## src/rtl/screen_sequencer.sv

```systemverilog
// screen_sequencer: per-frame title/fade/game/over FSM with source mux and brightness-scaled registered VGA colour.
module screen_sequencer #(
  parameter int unsigned BLINK_FRAMES     = 30,
  parameter int unsigned FADE_STEP_FRAMES = 2,
  parameter int unsigned OVER_FRAMES      = 180
) (
  input  logic        vga_clk,
  input  logic        reset,
  input  logic        vs,
  input  logic        blank,
  input  logic        start_key,
  input  logic        game_over,
  input  logic [11:0] src0_rgb,
  input  logic [11:0] src1_rgb,
  input  logic [11:0] src2_rgb,
  input  logic [11:0] src3_rgb,
  output logic [1:0]  screen_sel,
  output logic        game_active,
  output logic [4:0]  brightness,
  output logic [3:0]  red,
  output logic [3:0]  green,
  output logic [3:0]  blue
);
  typedef enum logic [1:0] {TITLE, FADE, GAME, OVER} state_t;
  localparam logic [7:0] BLINK_LAST = 8'(BLINK_FRAMES - 1);
  localparam logic [7:0] FADE_LAST  = 8'(FADE_STEP_FRAMES - 1);
  localparam logic [7:0] OVER_LAST  = 8'(OVER_FRAMES - 1);
  state_t      state_q;
  logic        vs_q, start_q, phase_q, tick, start_edge;
  logic [7:0]  cnt_q;
  logic [11:0] rgb_sel;
  function automatic logic [3:0] scale(input logic [3:0] c, input logic [4:0] b);
    return 4'(({5'd0, c} * {4'd0, b}) >> 4);
  endfunction
  always_comb begin
    tick       = vs_q & ~vs;
    start_edge = start_key & ~start_q;
    rgb_sel    = screen_sel[1] ? (screen_sel[0] ? src3_rgb : src2_rgb)
                               : (screen_sel[0] ? src1_rgb : src0_rgb);
  end
  always_ff @(posedge vga_clk) begin
    if (reset) begin
      state_q     <= TITLE;
      phase_q     <= 1'b0;
      cnt_q       <= '0;
      brightness  <= 5'd16;
      screen_sel  <= 2'd0;
      game_active <= 1'b0;
      vs_q        <= 1'b1;
      start_q     <= 1'b0;
      red         <= '0;
      green       <= '0;
      blue        <= '0;
    end else begin
      vs_q    <= vs;
      start_q <= start_key;
      red     <= blank ? scale(rgb_sel[11:8], brightness) : 4'd0;
      green   <= blank ? scale(rgb_sel[7:4], brightness) : 4'd0;
      blue    <= blank ? scale(rgb_sel[3:0], brightness) : 4'd0;
      case (state_q)
        TITLE:
          // a start press outranks a blink toggle on the same clock
          if (start_edge) begin
            state_q <= FADE;
            cnt_q   <= '0;
          end else if (tick) begin
            if (cnt_q == BLINK_LAST) begin
              cnt_q      <= '0;
              phase_q    <= ~phase_q;
              screen_sel <= {1'b0, ~phase_q};
            end else cnt_q <= cnt_q + 8'd1;
          end
        FADE:
          if (tick) begin
            if (cnt_q == FADE_LAST) begin
              cnt_q <= '0;
              if (brightness == 5'd0) begin
                state_q     <= GAME;
                brightness  <= 5'd16;
                screen_sel  <= 2'd2;
                game_active <= 1'b1;
              end else brightness <= brightness - 5'd1;
            end else cnt_q <= cnt_q + 8'd1;
          end
        GAME:
          if (game_over) begin
            state_q     <= OVER;
            cnt_q       <= '0;
            game_active <= 1'b0;
            screen_sel  <= 2'd3;
          end
        OVER:
          if (tick) begin
            if (cnt_q == OVER_LAST) begin
              state_q    <= TITLE;
              phase_q    <= 1'b0;
              cnt_q      <= '0;
              screen_sel <= 2'd0;
            end else cnt_q <= cnt_q + 8'd1;
          end
      endcase
    end
  end
endmodule

```

## config.mk

```make
export PLATFORM = sky130hd
export DESIGN_NAME = screen_sequencer
export DESIGN_NICKNAME = d
export VERILOG_FILES = /design/src/rtl/screen_sequencer.sv
export SDC_FILE = /design/constraint.sdc
export NUM_CORES = 1
export LEC_CHECK = 0
export BUFFER_PORTS_ARGS = -buffer_cell sky130_fd_sc_hd__buf_2
export CAP_MARGIN = 20
export CORE_ASPECT_RATIO = 0.9
export CORE_UTILIZATION = 55
export DETAILED_ROUTE_END_ITERATION = 10
export PLACE_DENSITY_LB_ADDON = 0.12
export SLEW_MARGIN = 5
export SYNTH_ARGS = -nofsm -noshare
export SYNTH_HDL_FRONTEND = slang
export SYNTH_SLANG_ARGS = --single-unit
```

## constraint.sdc

```tcl
create_clock -name vga_clk -period 4 [get_ports vga_clk]
set_input_delay 0.2 -clock vga_clk [delete_from_list [all_inputs] [get_ports vga_clk]]
set_output_delay 0.2 -clock vga_clk [all_outputs]
set_load 0.02 [all_outputs]
```

==> impl_metrics.env, run 1 <==
export IMPL_post_cts_repair_setup_buffers=0
export IMPL_ctsHoldBuffers=0
export IMPL_syn_area_per_cell_um2=9.36
export IMPL_ant_nets=0
export IMPL_crit_arrival_ps=3960
export IMPL_route_final_wire_length_mm=7.11
export IMPL_synth_seq_cells=33
export IMPL_timing_critical_path_fanout_max=8
export IMPL_fmax_mhz=264
export IMPL_n_fill_cell=472
export IMPL_clock_tree_buffer_depth=2
export IMPL_power_total_mw=1.74
export IMPL_finalCritPeriodShare_pct=94.8
export IMPL_pin_count=74
export IMPL_flow_area_growth_from_synthesis_pct=17.1
export IMPL_grt_start_max_net_pins=19
export IMPL_synth_adder_area_share_pct=22.4
export IMPL_net_count_final=523
export IMPL_clk_root_buffer_cell="clkbuf_8"
export IMPL_setup_repair_after_global_routing_missed_its_margin="false"
export IMPL_worstPathRequired_ps=4170
export IMPL_pre_cts_slack_ps=175
export IMPL_first_iter_violations=117
export IMPL_post_drt_via_cell_ratio=5.52
export IMPL_first_global_vias=2651
export IMPL_wire_per_inst_um=14.5
export IMPL_peakVddDrop_mv=0.341
export IMPL_synth_mux_area_fraction_pct=11.9
export IMPL_clock_skew_ps=14.9
export IMPL_dp_hpwl_mm=5.59
export IMPL_total_die_area_um2=6200
export IMPL_cts_inserted_buffers=5
export IMPL_timing_hold_worst_class="in2reg"
export IMPL_detailed_place_area_um2=3670
export IMPL_die_w_um=82.9
export IMPL_synth_compound_area_share_pct=8.30
export IMPL_synth_xor_area_share_pct=6.49
export IMPL_timing_critical_path_to_type="register"
export IMPL_h_tree_depth=2
export IMPL_post_route_cells_drive_above_1_share_pct=26.1
export IMPL_critical_path_slowest_cell="mux4_1"
export IMPL_portBuffers=73
export IMPL_yosys_area_share_simple_pct=25.2
export IMPL_cts_tree="yes"
export IMPL_floorplan_initialDensity_pct=56.9
export IMPL_combined_global_route_utilization_of_all_metal_layers_pct=24.3
export IMPL_power_density_nw_per_um2=459
export IMPL_setup_violations_final=0
export IMPL_via_count=2711
export IMPL_cts_resized=0
export IMPL_drv_cap=0
export IMPL_worst_setup_path_type="reg2reg"
export IMPL_floorplan_core_area_um2=5690
export IMPL_antenna_cells=0
export IMPL_slew_at_the_pin_closest_to_its_max_slew_limit_ps=667
export IMPL_synth_warnings=0
export IMPL_drcViolationCount=0
export IMPL_syn_std_cell_area_um2=3240
export IMPL_grt_overflow=0
export IMPL_cts_clk_slew_worst_paths_ps=80
export IMPL_largest_family_of_logic_cells_by_synthesized_area="simple AND/OR/NAND/NOR gates"
export IMPL_setup_worst_path_start_class="register"
export IMPL_synth_fp_nets=449
export IMPL_critical_path_top_delay_family="adder cells"
export IMPL_relSlewSlack_pct=55.6
export IMPL_wire_length_of_the_first_global_routing_pass_mm=12.0
export IMPL_finalWorstPathRequiredPeriod_ps=3790
export IMPL_finalCoreUtilization_pct=66.7
export IMPL_synth_lib_cells_used_distinct=54
export IMPL_most_used_cells_in_the_layout_excluding_fill_and_tap_cells="buf_2, ha_1, dfxtp_1"
export IMPL_crit_path_cell_trace="buf_12 > mux4_1 > and2_1 > fa_1 > inv_1 > fa_1 > inv_1 > ha_1 > a21o_1 > a21o_1 > a21oi_1 > nand3_1 > nor3b_2"
export IMPL_core_rowCount=26
export IMPL_finalInstanceArea_um2=3790
export IMPL_status="complete, no violations"
export IMPL_cts_sinks=33
export IMPL_detail_route_first_pass_iterations=4
export IMPL_leakage_nw=1.85
export IMPL_clock_latency_ps=290
export IMPL_synth_seq_area_share_pct=20.4
export IMPL_post_syn_instances=346
export IMPL_report_final_hold_viol_count=0
export IMPL_timing_final_max_slew_violations=0
export IMPL_finalWorstSetupSlack_ps=209
export IMPL_cp_buffers_inverters=3
export IMPL_gpl_final_weighted_congestion=0.833
export IMPL_antenna_found_initial=0
export IMPL_setup_total_negative_slack_ps=0
export IMPL_most_common_cell_after_layout_fill_and_taps_aside="buf_2"
export IMPL_die_height_um=74.8
export IMPL_worst_path_largest_cell_delay_ps=630
worst paths after layout:
check	from	endpoint	slack, ps	cells past startpoint
max	screen_sel[0]	green[3]	210	13
min	vs	vs_q	120	2
max reg2reg	screen_sel[0]	green[3]	210	13
min reg2reg	game_active	game_active	510	2
worst register-to-register path, delay by kind of cell (launching register included):
kind / cells / cell delay (ps)
AOI/OAI and AO/OA: 3 / 550
adders and majority gates: 3 / 1420
buffers and inverters: 3 / 250
DFF: 1 / 370
muxes: 1 / 630
and+or+nand+nor: 3 / 440
state kept, by name, summed over array words and instances, names as in the netlist, 2 cells and up:
name and flops:
red 4, state_q 2, screen_sel 2, green 4
brightness 5, cnt_q 8, blue 4
report_power, final:
group	leakage (nW)	total, mW	switching [mW]	internal, mW
clock	0.0574	0.342	0.140	0.203
sequential	0.269	0.430	0.0506	0.379
combinational	1.53	0.969	0.519	0.450
total	1.85	1.74	0.709	1.03
metal layers:
layer / share of wire [%] / GRT usage (%) / routed length (µm) / vias up
li1: - / - / - / 1352
met1: 47 / 30.0 / 3340 / 1288
met2: 48 / 44.5 / 3430 / 64
met3: 3.7 / 4.06 / 263 / 7
met4: 1.1 / 7.28 / 76 / 0
met5: 0 / 0 / 0 / -
final cells by class:
type                       instances  area [µm²]  share of cell area [%]
multi-input combinational        274        2410                    63.4
clock buffer                       6        82.6                    2.18
tap                               70        87.6                    2.31
clock inverter                     2        37.5                   0.989
sequential                        33         661                    17.4
timing repair buffer              78         415                    10.9
inverter                          28         105                    2.77
cell families after synthesis:
group                    count (synthesis)
AO/OA/AOI/OAI                           36
XOR/XNOR                                24
adder cells (fa/ha/maj)                 49
buffers and inverters                   39
flip-flops                              33
multiplexers                            20
AND/OR/NAND/NOR                        145
synthesized netlist by cell type (all sizes together):
master / instances / share of area (%)
and2: 34 / 6.6
ha: 34 / 13
dfxtp: 33 / 20
nor2: 31 / 3.6
nand2: 29 / 3.4
inv: 28 / 3.2
fa: 15 / 9.3
xor2: 14 / 3.8
mux4: 13 / 9.7
nand4: 10 / 2.1
xnor2: 10 / 2.7
a21oi: 8 / 1.2
nand3: 8 / 1.2
a21o: 7 / 1.6
clkbuf: 7 / 0.81
mux2i: 7 / 2.2
and3: 6 / 1.3
nor3: 6 / 0.93
nand2b: 5 / 0.97
buf: 4 / 1.3
o21ai: 4 / 0.73
o21bai: 4 / 1.0
and4: 3 / 0.85
nor3b: 3 / 1.2
a31oi: 2 / 0.58
a41oi: 2 / 0.77
nor2b: 2 / 0.39
nor4: 2 / 0.39
nor4b: 2 / 1.2
o21a: 2 / 0.46
a211oi: 1 / 0.23
a311oi: 1 / 0.27
a31o: 1 / 0.27
a41o: 1 / 0.31
nand4b: 1 / 0.27
o2111ai: 1 / 0.27
o211ai: 1 / 0.23
o32ai: 1 / 0.27
or2: 1 / 0.19
or3b: 1 / 0.27
or4b: 1 / 0.31
stage by stage:
stage	cells	hold slack [ps]
2_1_floorplan	346	272
3_3_place_gp	483	423
6_report	491	121
4_1_cts	491	115
3_5_place_dp	483	423
5_1_grt	491	120
No activity file was read; power rests on OpenSTA's default activity.
==> run 2, diff against run 1 <==
Settings changed: GPL_ROUTABILITY_DRIVEN set to 0, HOLD_SLACK_MARGIN set to 0.12, RECOVER_POWER set to 100.
==> impl_metrics.env, run 2 (same netlist as run 1, synthesis figures left out) <==
export IMPL_status="complete, no violations"
export IMPL_wire_length_of_the_first_global_routing_pass_mm=12.0
export IMPL_report_final_hold_viol_count=0
export IMPL_rr_worst_depth=13
export IMPL_regMostFlops="cnt_q"
export IMPL_pin_count=74
export IMPL_post_cts_repair_setup_buffers=0
export IMPL_setup_worst_path_start_class="register"
export IMPL_min_delay_worst_endpoint="start_q"
export IMPL_antenna_cells=0
export IMPL_timing_critical_path_fanout_max=8
export IMPL_slew_at_the_pin_closest_to_its_max_slew_limit_ps=690
export IMPL_drv_cap=0
export IMPL_holdWs_ps=164
export IMPL_met1_length_mm=3.28
export IMPL_leakage_nw=1.76
export IMPL_detailroute_wirelength_met2_mm=3.46
export IMPL_die_height_um=74.8
export IMPL_grt_start_max_net_pins=19
export IMPL_clock_skew_ps=16.9
export IMPL_combined_global_route_utilization_of_all_metal_layers_pct=24.3
export IMPL_detail_route_first_pass_iterations=4
export IMPL_hold_path_cell_count=2
export IMPL_r2r_end="green[3]"
export IMPL_worstPathRequired_ps=4170
export IMPL_n_fill_cell=491
export IMPL_setup_violations_final=0
export IMPL_net_count_final=524
export IMPL_timing_critical_path_to_type="register"
export IMPL_most_used_cells_in_the_layout_excluding_fill_and_tap_cells="buf_2, ha_1, dfxtp_1"
export IMPL_largest_reg_flops=8
export IMPL_finalWorstSetupSlack_ps=203
export IMPL_relSlewSlack_pct=53.9
export IMPL_total_die_area_um2=6200
export IMPL_cts_clk_slew_worst_paths_ps=80
export IMPL_clock_latency_ps=300
export IMPL_finalCoreUtilization_pct=65.5
export IMPL_setup_total_negative_slack_ps=0
export IMPL_timing_hold_worst_class="in2reg"
export IMPL_cts_inserted_buffers=5
export IMPL_detailed_place_area_um2=3670
export IMPL_timing_final_max_slew_violations=0
export IMPL_route_final_wire_length_mm=7.11
export IMPL_pre_cts_slack_ps=175
export IMPL_finalCritPeriodShare_pct=94.9
export IMPL_ctsHoldBuffers=1
export IMPL_finalInstanceArea_um2=3730
export IMPL_grt_overflow=0
export IMPL_top_regs="cnt_q: 8 flops, brightness: 5 flops"
export IMPL_core_rowCount=26
export IMPL_floorplan_initialDensity_pct=56.9
export IMPL_first_iter_violations=97
export IMPL_first_global_vias=2652
export IMPL_flow_area_growth_from_synthesis_pct=15.1
export IMPL_hold_start="start_key"
export IMPL_wl_met3_um=292
export IMPL_r2r_setup_slack_ps=200
export IMPL_h_tree_depth=2
export IMPL_finalWorstPathRequiredPeriod_ps=3800
export IMPL_clock_tree_buffer_depth=2
export IMPL_fmax_mhz=263
export IMPL_floorplan_core_area_um2=5690
export IMPL_drcViolationCount=0
export IMPL_cts_sinks=33
export IMPL_power_density_nw_per_um2=461
export IMPL_most_common_cell_after_layout_fill_and_taps_aside="buf_2"
export IMPL_dp_hpwl_mm=5.59
export IMPL_crit_reg2reg_launch="screen_sel[0]"
export IMPL_worst_setup_path_type="reg2reg"
export IMPL_crit_arrival_ps=3960
export IMPL_post_drt_via_cell_ratio=5.53
export IMPL_peakVddDrop_mv=0.337
export IMPL_antenna_found_initial=0
export IMPL_portBuffers=73
export IMPL_cts_tree="yes"
export IMPL_worstSetupStartpoint="screen_sel[0]"
export IMPL_top_layer="met4"
export IMPL_clk_root_buffer_cell="clkbuf_8"
export IMPL_via_count=2723
export IMPL_setup_repair_after_global_routing_missed_its_margin="false"
export IMPL_ant_nets=0
export IMPL_wire_per_inst_um=14.5
export IMPL_die_w_um=82.9
export IMPL_post_route_cells_drive_above_1_share_pct=19.4
export IMPL_cts_resized=0
==> run 2: cell type report <==
cell class	instances	area (µm²)	area share (%)
Inverter	28	105	2.82
Clock inverter	2	37.5	1.01
Multi-Input combinational cell	274	2370	63.5
Clock buffer	6	82.6	2.21
Tap cell	70	87.6	2.35
Timing Repair Buffer	79	389	10.4
Sequential cell	33	661	17.7
==> run 2: stage by stage <==
stage / instances / total power, mW
after floorplan: 346 / 1.19
after global placement: 483 / 1.38
after detailed placement: 483 / 1.40
after CTS: 492 / 1.76
after global routing: 492 / 1.86
final: 492 / 1.72
==> run 2: worst max path at each step <==
| stage | slack (ps) | depth (start not counted) | to |
|---|---|---|---|
| after floorplan | 150 | 14 | red[3] |
| after global placement | 280 | 13 | red[3] |
| after detailed placement | 180 | 13 | green[3] |
| after CTS | 190 | 13 | green[3] |
| after global routing | 0.9 | 13 | red[3] |
| final | 200 | 13 | green[3] |
==> run 2: power breakdown <==
| part | total (mW) | switching [mW] | leakage, nW | internal [mW] |
|---|---|---|---|---|
| registers | 0.431 | 0.0512 | 0.269 | 0.380 |
| logic | 0.944 | 0.514 | 1.43 | 0.430 |
| clock network | 0.343 | 0.140 | 0.0574 | 0.203 |
| total | 1.72 | 0.705 | 1.76 | 1.01 |
==> run 2: worst max-delay path, cell delays in order (launching register included) <==
cell	delay, ps
dfxtp_1	370
buf_12	150
mux4_1	630
and2_0	220
fa_1	540
inv_1	50
fa_1	530
inv_1	50
ha_1	360
a21o_1	190
a21o_1	180
a21oi_1	180
nand3_1	80
nor3b_2	150
==> run 2: routing by layer <==
metal,up-vias,global-route usage [%]
li1,1358,-
met1,1282,30.0
met2,76,44.5
met3,7,4.06
met4,0,7.28
met5,-,0
